**src/rtl/stopwatch_controller.sv**
```systemverilog
// Stopwatch sequencer: 1 Hz count-enable prescaler plus start/pause/clear/lap/alarm FSM.
// Latency: button edge to state/output change is one clk; cnt_en is registered, one cycle per tick.
// Backpressure: none; button events are single-cycle and are acted on the cycle they are seen.
//
// Ports:
//   clk, rst                      system clock (rising edge), asynchronous active-low reset
//   btn_start/btn_lap/btn_clear   debounced button levels, rising-edge detected here
//   limit_en/limit_min/limit_sec  alarm limit; values above 59 never match
//   cur_min/cur_sec               live counter value
//   cnt_en                        counter start_stop, one-cycle pulse per tick
//   cnt_clr_n                     registered active-low one-cycle counter clear
//   disp_min/disp_sec             live time, or lap-frozen time while lap_active
//   running/lap_active/alarm      status flags
module stopwatch_controller #(
    parameter int CLK_HZ  = 50000000,
    parameter int TICK_HZ = 1
) (
    input  logic       clk,
    input  logic       rst,
    input  logic       btn_start,
    input  logic       btn_lap,
    input  logic       btn_clear,
    input  logic       limit_en,
    input  logic [5:0] limit_min,
    input  logic [5:0] limit_sec,
    input  logic [5:0] cur_min,
    input  logic [5:0] cur_sec,
    output logic       cnt_en,
    output logic       cnt_clr_n,
    output logic [5:0] disp_min,
    output logic [5:0] disp_sec,
    output logic       running,
    output logic       lap_active,
    output logic       alarm
);
    localparam int DIV = CLK_HZ / TICK_HZ;
    localparam int PW  = $clog2(DIV);
    localparam logic [PW-1:0] PRE_MAX = PW'(DIV - 1);

    typedef enum logic [1:0] {IDLE, RUN, PAUSE, ALARM} state_t;

    state_t        state_q, state_d;
    logic [PW-1:0] presc_q, presc_d;
    logic          cnt_en_q, cnt_en_d;
    logic          cnt_clr_n_q, cnt_clr_n_d;
    logic          lap_active_q, lap_active_d;
    logic [5:0]    lap_min_q, lap_min_d;
    logic [5:0]    lap_sec_q, lap_sec_d;
    logic          running_q, alarm_q;
    logic          btn_start_q, btn_lap_q, btn_clear_q;

    logic start_ev, lap_ev, clr_ev, limit_match;

    // Edge registers reset to 0, so a button held through reset release gives one event.
    assign start_ev = btn_start & ~btn_start_q;
    assign lap_ev   = btn_lap   & ~btn_lap_q;
    assign clr_ev   = btn_clear & ~btn_clear_q;

    // A zero limit would fire immediately after clear, so it is treated as "no limit".
    assign limit_match = (state_q == RUN) && limit_en &&
                         ({limit_min, limit_sec} != 12'd0) &&
                         (limit_min <= 6'd59) && (limit_sec <= 6'd59) &&
                         (cur_min == limit_min) && (cur_sec == limit_sec);

    always_comb begin
        state_d      = state_q;
        presc_d      = presc_q;
        cnt_en_d     = 1'b0;
        cnt_clr_n_d  = ~clr_ev;
        lap_active_d = lap_active_q;
        lap_min_d    = lap_min_q;
        lap_sec_d    = lap_sec_q;

        unique case (state_q)
            IDLE: begin
                if (clr_ev) begin
                    state_d = IDLE;
                end else if (start_ev) begin
                    state_d = RUN;
                    presc_d = '0;
                end
            end
            RUN: begin
                // Any transition event drops this cycle's tick and freezes the prescaler.
                if (clr_ev) begin
                    state_d = IDLE;
                end else if (start_ev) begin
                    state_d = PAUSE;
                end else if (limit_match) begin
                    state_d      = ALARM;
                    lap_active_d = 1'b0;
                end else begin
                    if (presc_q == PRE_MAX) begin
                        presc_d  = '0;
                        cnt_en_d = 1'b1;
                    end else begin
                        presc_d = presc_q + PW'(1);
                    end
                    if (lap_ev) begin
                        lap_active_d = ~lap_active_q;
                        if (!lap_active_q) begin
                            lap_min_d = cur_min;
                            lap_sec_d = cur_sec;
                        end
                    end
                end
            end
            PAUSE: begin
                // Prescaler holds its partial count so resume loses no fraction of a second.
                if (clr_ev) begin
                    state_d = IDLE;
                end else if (start_ev) begin
                    state_d = RUN;
                end else if (lap_ev) begin
                    lap_active_d = ~lap_active_q;
                    if (!lap_active_q) begin
                        lap_min_d = cur_min;
                        lap_sec_d = cur_sec;
                    end
                end
            end
            ALARM: begin
                if (clr_ev) begin
                    state_d = IDLE;
                end else if (start_ev) begin
                    state_d = PAUSE;
                end
            end
            default: state_d = IDLE;
        endcase

        if (clr_ev) begin
            lap_active_d = 1'b0;
        end
    end

    always_ff @(posedge clk or negedge rst) begin
        if (!rst) begin
            state_q      <= IDLE;
            presc_q      <= '0;
            cnt_en_q     <= 1'b0;
            cnt_clr_n_q  <= 1'b1;
            lap_active_q <= 1'b0;
            lap_min_q    <= '0;
            lap_sec_q    <= '0;
            running_q    <= 1'b0;
            alarm_q      <= 1'b0;
            btn_start_q  <= 1'b0;
            btn_lap_q    <= 1'b0;
            btn_clear_q  <= 1'b0;
        end else begin
            state_q      <= state_d;
            presc_q      <= presc_d;
            cnt_en_q     <= cnt_en_d;
            cnt_clr_n_q  <= cnt_clr_n_d;
            lap_active_q <= lap_active_d;
            lap_min_q    <= lap_min_d;
            lap_sec_q    <= lap_sec_d;
            running_q    <= (state_d == RUN);
            alarm_q      <= (state_d == ALARM);
            btn_start_q  <= btn_start;
            btn_lap_q    <= btn_lap;
            btn_clear_q  <= btn_clear;
        end
    end

    assign cnt_en     = cnt_en_q;
    assign cnt_clr_n  = cnt_clr_n_q;
    assign lap_active = lap_active_q;
    assign running    = running_q;
    assign alarm      = alarm_q;
    assign disp_min   = lap_active_q ? lap_min_q : cur_min;
    assign disp_sec   = lap_active_q ? lap_sec_q : cur_sec;

endmodule

```
**config.mk**
```make
export PLATFORM = sky130hd
export DESIGN_NAME = stopwatch_controller
export DESIGN_NICKNAME = d
export VERILOG_FILES = /design/src/rtl/stopwatch_controller.sv
export SDC_FILE = /design/constraint.sdc
export NUM_CORES = 1
export LEC_CHECK = 0
export ABC_CLOCK_PERIOD_IN_PS = 4200
export CAP_MARGIN = 20
export CORE_MARGIN = 2
export CORE_UTILIZATION = 58
export DETAILED_ROUTE_END_ITERATION = 10
export PLACE_DENSITY = 0.95
export SYNTH_ARGS = -nofsm -noshare
export SYNTH_HDL_FRONTEND = slang
export SYNTH_SLANG_ARGS = --single-unit
export TNS_END_PERCENT = 5
```
**constraint.sdc**
```tcl
create_clock -name clk -period 4.2 [get_ports clk]
set_clock_uncertainty 0.05 [all_clocks]
set_input_delay 0.84 -clock clk [delete_from_list [all_inputs] [get_ports clk]]
set_output_delay 0.84 -clock clk [all_outputs]
set_load 0.01 [all_outputs]
```
# Word level (Yosys, flattened, before mapping)
# Index checks and enable logic that the tools add are counted.
# totals
reg_bits	48
in_bits	30
output_inout_bits	17
wordCells	97
# classes
addsub	1
magnitude_cmp	2
eq_ne	17
n_mux	42
n_bitwise	8
n_reduce_logical	15
# ops
cell	n
$mux W26	6
$mux W6	14
$pmux W26 S2	1
$add A26 B1 Y26 const B	1
$eq A26 B26 Y1 const B	1
$pmux W6 S2	2
$mux W2	7
$ne A2 B2 Y1 const B	7
$eq A6 B6 Y1	2
$le A6 B6 Y1 const B	2
$reduce_and A6 Y1	2
$reduce_bool A12 Y1	1
$mux W1	10
$eq A2 B2 Y1 const B	3
$logic_and A1 B1 Y1	6
$ne A3 B3 Y1 const B	2
$pmux W2 S3	1
$not A1 Y1	5
$eq A2 B1 Y1 const B	2
$reduce_bool A2 Y1	2
$and A1 B1 Y1	3
$reduce_and A3 Y1	1
$reduce_bool A3 Y1	1
$logic_not A2 Y1	1
2 further kinds	2

# Depth between registers and ports, before layout
# Gate-level depths: netlist (run 1).
# depth
depth_word	12
mapped_depth	9

# Least setup slack after synthesis (run 1)
# No wires, ideal clock.
# synth_path
path_type	input to register
startpoint	input btn_clear
endpoint	register presc_q[10]
setup_time_ns	0.092
t_arrival_ns	2.415
required_ns	4.058
setup_slack_ns	1.643
stages	8
path_cell_list	nor2b_1 > clkbuf_1 > or3_1 > buf_2 > or3_1 > buf_2 > buf_6 > o31ai_2
# synth_between
elab_chain_len	3
word_cells_on_any_way	4
classes_between	eq/ne: 2; bitwise: 1; reduce/logical: 1
# synth_rtl
item	line_no	source
start: declaration	22	input logic btn_clear,
$and A1 B1 Y1 *	57	assign clr_ev = btn_clear & ~btn_clear_q;
$ne A2 B2 Y1 (no line)	n/a	
$reduce_and A6 Y1 (no line) *	n/a	
end signal: assignment	153	presc_q <= presc_d;
end: declaration	43	logic [PW-1:0] presc_q, presc_d;
# Mark *: on every way between the ends. The rest lies on a longest branch, timed or not.
# A chain may end at the register's enable or synchronous reset.

# Worst setup path after layout (run 1)
# layout_path
startpoint	input btn_start
endpoint	register presc_q[12]
# layout_between
elab_chain_len	3
word_cells_on_any_way	4
classes_between	eq/ne: 2; bitwise: 1; reduce/logical: 1
# layout_rtl
item	line_no	source
start: declaration	20	input logic btn_start,
$and A1 B1 Y1 *	55	assign start_ev = btn_start & ~btn_start_q;
$ne A2 B2 Y1 (no line)	n/a	
$reduce_and A6 Y1 (no line) *	n/a	
# Marked as above.

==> reports/qor.csv, run 1 <==
stage,metric,value,unit
job,drv_cap,0,
sta,slew_headroom,56.7,%
logic_synthesis,netlist_instances,285,
logic_synthesis,synthArstFlopShare,100,%
logic_synthesis,yosysWarnings,0,
die,dieArea,5560,um2
die,die_h,74.6,um
detailed_routing,drtIter0Drc,187,
logic_synthesis,yosysTopAreaCell,dfrtp_1,
critical_path,critPathRequiredTime,4.34,ns
sta,hold_viol,0,
critical_path,worstPathArrival,3.17,ns
detailed_routing,wire_per_inst,18.1,um
die,ioPinCount,47,
sta,grt_setup_unrepaired,false,
clocking,clock_sinks,48,
logic_synthesis,yosys-top-cells-area,"dfrtp_1, mux2_2, o31ai_1",
detailed_routing,dr.max_layer_used,met4,
clocking,cts_resized,0,
logic_synthesis,synth_common_cells,"dfrtp_1, o31ai_1, mux2_2",
clocking,root_buffer,clkbuf_8,
sta,fin_ws,1.17,ns
grt,grt_use_total,27.6,%
grt,antenna_found_initial,0,
grt,overflow,0,
layout,antenna_cells,0,
logic_synthesis,ys_ff_latch,48,
sta,fmax,330,MHz
layout,drive_gt1_share,19.0,%
grt,grt_pass1_wl,11.7,mm
critical_path,worst_setup_path_end_kind,register,
logic_synthesis,synth_edf_count,0,
pwr,power.density,415,nW/um2
sta,fin_crit_sh,72.1,%
detailed_routing,finalWirelength,7.15,mm
logic_synthesis,yosysSeqAreaShare,41.6,%
layout,area_delta_synth_final,23.0,%
critical_path,cp-start-kind,input pin,
place,dp_slack,0.872,ns
detailed_routing,firstDrtPassIters,5,
clocking,cts_htree_levels,2,
pwr,leakage,1.40,nW
sta,final.setup.tns,0,ns
critical_path,path_max_fanout,27,
sta,worst_pin_slew,0.650,ns
detailed_routing,wl_met3,399,um
sta,final_max_slew_viol_count,0,
place,dp_hpwl,5.09,mm
place,gp_congestion,0.871,
logic_synthesis,ys_types,49,
logic_synthesis,postSynthAreaPerCell,10.1,um2
clocking,clock_path_buffers,2,
layout,nNetsFinal,357,
clocking,cts_setup_buffers,0,
detailed_routing,wl_met1,2.87,mm
grt,grt_max_degree,49,
die,die_w,74.6,um
logic_synthesis,synthesis.area,2890,um2
clocking,clock_latency,0.30,ns
detailed_routing,dr_total_vias,2498,
logic_synthesis,syn-num-nets,316,
clocking,clk_pin_slew_worst_paths,0.09,ns
detailed_routing,via_per_inst,6.34,
hold_path,worstHoldPathType,in -> async,
grt,grt_pass1_vias,2459,
die,floorplan.rows,25,
sta,setup-violations-final,0,
place,dp_cells,385,
clocking,numCtsBuffers,5,
logic_synthesis,synth_flop_cell,dfrtp_1,
outcome,status,completed,
detailed_routing,route.detailed.drc,0,
die,initial_core_util,60.8,%
detailed_routing,ant_nets,0,
pwr,ir_drop,0.406,mV
logic_synthesis,synthDominantCellAreaShare,40.7,%
sta,period_minus_slack,3.03,ns
detailed_routing,route.met2.wl,3.71,mm
clocking,holdBufCountCts,0,
clocking,tritoncts,done,
die,coreArea,4750,um2
logic_synthesis,synth_most_common_cell,dfrtp_1,
critical_path,critical_path_class,in -> reg,
layout,stdcell_count,394,
place,portBuffers,46,
## placed cells by master, fill, tap and decap left out, types with 7 or more instances in the layout
master / instances
nor4_1: 7
mux2_2: 24
dfrtp_1: 47
nand3_1: 13
xnor2_1: 10
nand2_1: 17
a21oi_1: 8
o31ai_1: 24
nand4_1: 8
clkdlybuf4s50_1: 45
o31ai_2: 15
nor2_1: 18
## stage by stage
stage	total power (W)	instance area [um2]	util (%)	hold WS [ns]
floorplan	0.000848	2890	-	0.407
global placement	0.000988	3380	71.0	0.430
detailed placement	0.00102	3380	71.0	0.430
CTS	0.00147	3530	74.3	0.453
global route	0.00155	3550	74.8	0.375
finish	0.00148	3550	74.8	0.360
## power breakdown
| group | total, W | internal (W) | switching (W) |
|---|---|---|---|
| logic | 0.000419 | 0.000219 | 0.000200 |
| clock network | 0.000456 | 0.000298 | 0.000158 |
| registers | 0.000602 | 0.000538 | 0.0000641 |
| total | 0.00148 | 0.00105 | 0.000422 |
## final cells by class
class                      instances  area [um2]
tap                               67        83.8
fill                             315        1200
sequential                        48        1200
timing repair buffer              53         520
clock buffer                       5        68.8
clock inverter                     3        90.1
inverter                           5        18.8
multi-input combinational        213        1570
## critical path, cell delays in order
cell and delay [ns]:
clkdlybuf4s50_1 0.53, nand2b_4 0.11, xor2_2 0.17, or3_1 0.33
buf_4 0.24, or3_1 0.36, buf_4 0.24, o41ai_1 0.33
## metal layers
layer	vias up	global-route usage [%]
li1	1166	-
met1	1204	35.0
met2	107	48.1
met3	21	4.34
met4	0	9.52
met5	-	0
## worst paths after layout
path                                          from                       end  slack (ns)  cells past startpoint
setup / recovery                         btn_start   presc_q[12]$_DFFE_PN0P_        1.17                      8
hold / removal                                 rst  lap_sec_q[3]$_DFFE_PN0P_        0.36                      1
setup reg to reg              state_q[0]$_DFF_PN0_   presc_q[21]$_DFFE_PN0P_        1.57                      7
hold reg to reg            presc_q[23]$_DFFE_PN0P_   presc_q[23]$_DFFE_PN0P_        0.45                      1
max in group asynchronous                      rst   presc_q[15]$_DFFE_PN0P_        3.25                      2
min in group clk           presc_q[23]$_DFFE_PN0P_   presc_q[23]$_DFFE_PN0P_        0.45                      1
## cells by family after synthesis
kind of cell               share of synthesized area, %
buffers and inverters                              4.24
AOI/OAI and AO/OA                                  20.1
and+or+nand+nor                                    20.1
muxes                                              9.35
adders and majority gates                         0.433
xor gates and xnor gates                           4.20
DFF                                                41.6
## registers in the layout (all words and copies together) (netlist names)
| register | cells |
|---|---|
| cnt_en | 1 |
| running | 1 |
| alarm | 1 |
| presc_q | 26 |
| btn_clear_q | 1 |
| state_q | 2 |
| lap_active | 1 |
| lap_sec_q | 6 |
| lap_min_q | 6 |
| cnt_clr_n | 1 |
| btn_lap_q | 1 |
| btn_start_q | 1 |
No activity file was read; power rests on OpenSTA's default activity.
==> inputs of run 2 (changes only) <==
--- a/config.mk
+++ b/config.mk
@@ -5,12 +5,12 @@
 export SDC_FILE = /design/constraint.sdc
 export NUM_CORES = 1
 export LEC_CHECK = 0
-export ABC_CLOCK_PERIOD_IN_PS = 4200
+export ABC_CLOCK_PERIOD_IN_PS = 2600
 export CAP_MARGIN = 20
 export CORE_MARGIN = 2
-export CORE_UTILIZATION = 58
+export CORE_UTILIZATION = 48
 export DETAILED_ROUTE_END_ITERATION = 10
-export PLACE_DENSITY = 0.95
+export PLACE_DENSITY = 0.87
 export SYNTH_ARGS = -nofsm -noshare
 export SYNTH_HDL_FRONTEND = slang
 export SYNTH_SLANG_ARGS = --single-unit
==> constraint.sdc (replaced) <==
create_clock -name clk -period 2.6 [get_ports clk]
set_clock_uncertainty 0.05 [all_clocks]
set_input_delay 0.52 -clock clk [delete_from_list [all_inputs] [get_ports clk]]
set_output_delay 0.52 -clock clk [all_outputs]
set_load 0.01 [all_outputs]
==> reports/qor.csv, run 2 (synthesis gave the netlist of run 1 again) <==
stage,metric,value,unit,change
outcome,status,completed,,
clocking,cts_setup_buffers,0,,unchanged
clocking,root_buffer,clkbuf_8,,
sta,period_minus_slack,2.52,ns,
critical_path,r2r-end,presc_q[10]$_DFFE_PN0P_,,
grt,grt_pass1_vias,2426,,-1.3%
layout,stdcell_count,413,,+4.8%
grt,overflow,0,,unchanged
pwr,ir_drop,0.413,mV,+1.7%
clocking,clock_path_buffers,2,,unchanged
detailed_routing,ant_nets,0,,unchanged
layout,antenna_cells,0,,unchanged
clocking,cts_htree_levels,2,,unchanged
clocking,clock_latency,0.31,ns,about the same
job,drv_cap,0,,unchanged
pwr,leakage,1.44,nW,+2.4%
layout,final_cell_mix,"dfrtp_1, clkdlybuf4s50_1, mux2_2, o31ai_1, nor2_1",,
layout,nNetsFinal,368,,+3.1%
critical_path,critPathRequiredTime,2.03,ns,-2.31 ns
clocking,clock_sinks,48,,unchanged
clocking,clk_pin_slew_worst_paths,0.09,ns,about the same
die,floorplan.rows,28,,+12%
clocking,tritoncts,done,,
place,gp_congestion,0.883,,+1.4%
critical_path,crit_buf_inv,1,,-2
detailed_routing,wire_per_inst,17.3,um,-4.6%
detailed_routing,via_per_inst,6.10,,-3.8%
layout,largest_reg_flops,26,,unchanged
critical_path,critPathTopFamily,flip-flops,,
die,die_h,81.6,um,+9.4%
critical_path,path_cells,mux2_2 -> clkdlybuf4s50_1,,
detailed_routing,dr_total_vias,2519,,+0.84%
die,dieArea,6660,um2,+20%
sta,slew_headroom,47.1,%,-9.6 points
die,initial_core_util,49.1,%,-12 points
critical_path,slowest_delay,0.72,ns,+0.19 ns
grt,grt_pass1_wl,11.8,mm,+0.47%
detailed_routing,route.detailed.drc,0,,unchanged
die,coreArea,5890,um2,+24%
place,dp_hpwl,5.13,mm,+0.89%
place,portBuffers,46,,unchanged
critical_path,timing.rr.start,presc_q[11]$_DFFE_PN0P_,,
detailed_routing,firstDrtPassIters,4,,-1
pwr,power.density,607,nW/um2,+46%
detailed_routing,finalWirelength,7.14,mm,about the same
die,ioPinCount,47,,unchanged
clocking,holdBufCountCts,0,,unchanged
critical_path,worstPathArrival,1.95,ns,-1.22 ns
layout,final_common_cell,dfrtp_1,,
layout,largestRegisters,"presc_q x26, lap_min_q x6, lap_sec_q x6",,
sta,setup-violations-final,0,,unchanged
clocking,numCtsBuffers,5,,unchanged
sta,whs,0.233,ns,-0.127 ns
sta,worst_pin_slew,0.794,ns,+0.144 ns
place,dp_cells,405,,+5.2%
hold_path,worstHoldPathType,in -> async,,
sta,final_max_slew_viol_count,0,,unchanged
layout,area_delta_synth_final,25.3,%,
grt,grt_use_total,23.0,%,-4.6 points
sta,fin_crit_sh,96.9,%,
critical_path,reg2reg_slack,0.12,ns,-1.45 ns
layout,drive_gt1_share,22.5,%,+3.5 points
critical_path,path_max_fanout,14,,-48%
clocking,cts_resized,0,,unchanged
sta,hold_viol,0,,unchanged
layout,regMostFlops,presc_q,,
sta,fmax,397,MHz,
die,die_w,81.6,um,+9.4%
critical_path,cp-start-kind,register,,
detailed_routing,drtIter0Drc,236,,+26%
critical_path,worst_setup_path_end_kind,output port,,
critical_path,critical_path_class,reg -> out,,
grt,grt_max_degree,36,,-27%
critical_path,crit_slowest_cell,dfrtp_1,,
grt,antenna_found_initial,0,,unchanged
critical_path,rr_worst_depth,7,,unchanged
layout,n_fill_cell,488,,+55%
==> run 2: worst register-to-register path, stage by stage, from the launching register on <==
cell and delay [ns]:
dfrtp_1 0.46, nor4bb_2 0.39, nand4_1 0.22, o31ai_2 0.39, buf_4 0.32, nor2b_1 0.10, o31ai_1 0.33, o31ai_2 0.11
==> run 2: metal layers <==
metal,wire (um),global-route usage (%)
met5,0,0
met1,3010,30.4
met3,337,3.74
met4,140,8.17
met2,3660,38.3
==> run 2: cell type report <==
| class | count | area, um2 | area share, % |
|---|---|---|---|
| Timing Repair Buffer | 64 | 607 | 16.8 |
| Inverter | 5 | 18.8 | 0.518 |
| Sequential cell | 48 | 1200 | 33.2 |
| Multi-Input combinational cell | 213 | 1590 | 43.8 |
| Clock buffer | 5 | 68.8 | 1.90 |
| Clock inverter | 3 | 42.5 | 1.17 |
| Tap cell | 75 | 93.8 | 2.59 |
==> run 2: report_power, final <==
group | switching [W] | internal [W] | total [W]
registers | 0.0000989 | 0.000868 | 0.000967
clock network | 0.000265 | 0.000285 | 0.000550
logic | 0.000314 | 0.000367 | 0.000681
total | 0.000677 | 0.00152 | 0.00220
==> run 2: worst max-delay path by stage <==
stage | from | endpoint | slack (ns) | cells past startpoint
after floorplan | btn_clear | presc_q[10]$_DFFE_PN0P_ | 0.36 | 8
after global placement | limit_sec[3] | state_q[1]$_DFF_PN0_ | -0.14 | 10
after detailed placement | limit_sec[3] | presc_q[7]$_DFFE_PN0P_ | -0.19 | 10
after CTS | lap_active$_DFFE_PN0P_ | disp_min[0] | 0.07 | 2
after global routing | presc_q[11]$_DFFE_PN0P_ | presc_q[10]$_DFFE_PN0P_ | -0.03 | 7
final | lap_active$_DFFE_PN0P_ | disp_min[0] | 0.08 | 2
==> run 2: per-stage QoR <==
step / setup WS (ns) / cell area, um2 / power, W / TNS [ns] / utilization, %
after floorplan: 0.363 / 2890 / 0.00137 / 0 / -
after global placement: -0.138 / 3490 / 0.00162 / -2.22 / 59.3
after detailed placement: -0.186 / 3490 / 0.00166 / -4.45 / 59.3
after CTS: 0.0733 / 3600 / 0.00221 / 0 / 61.2
after global routing: -0.0251 / 3620 / 0.00231 / -0.0496 / 61.5
final: 0.0796 / 3620 / 0.00220 / 0 / 61.5
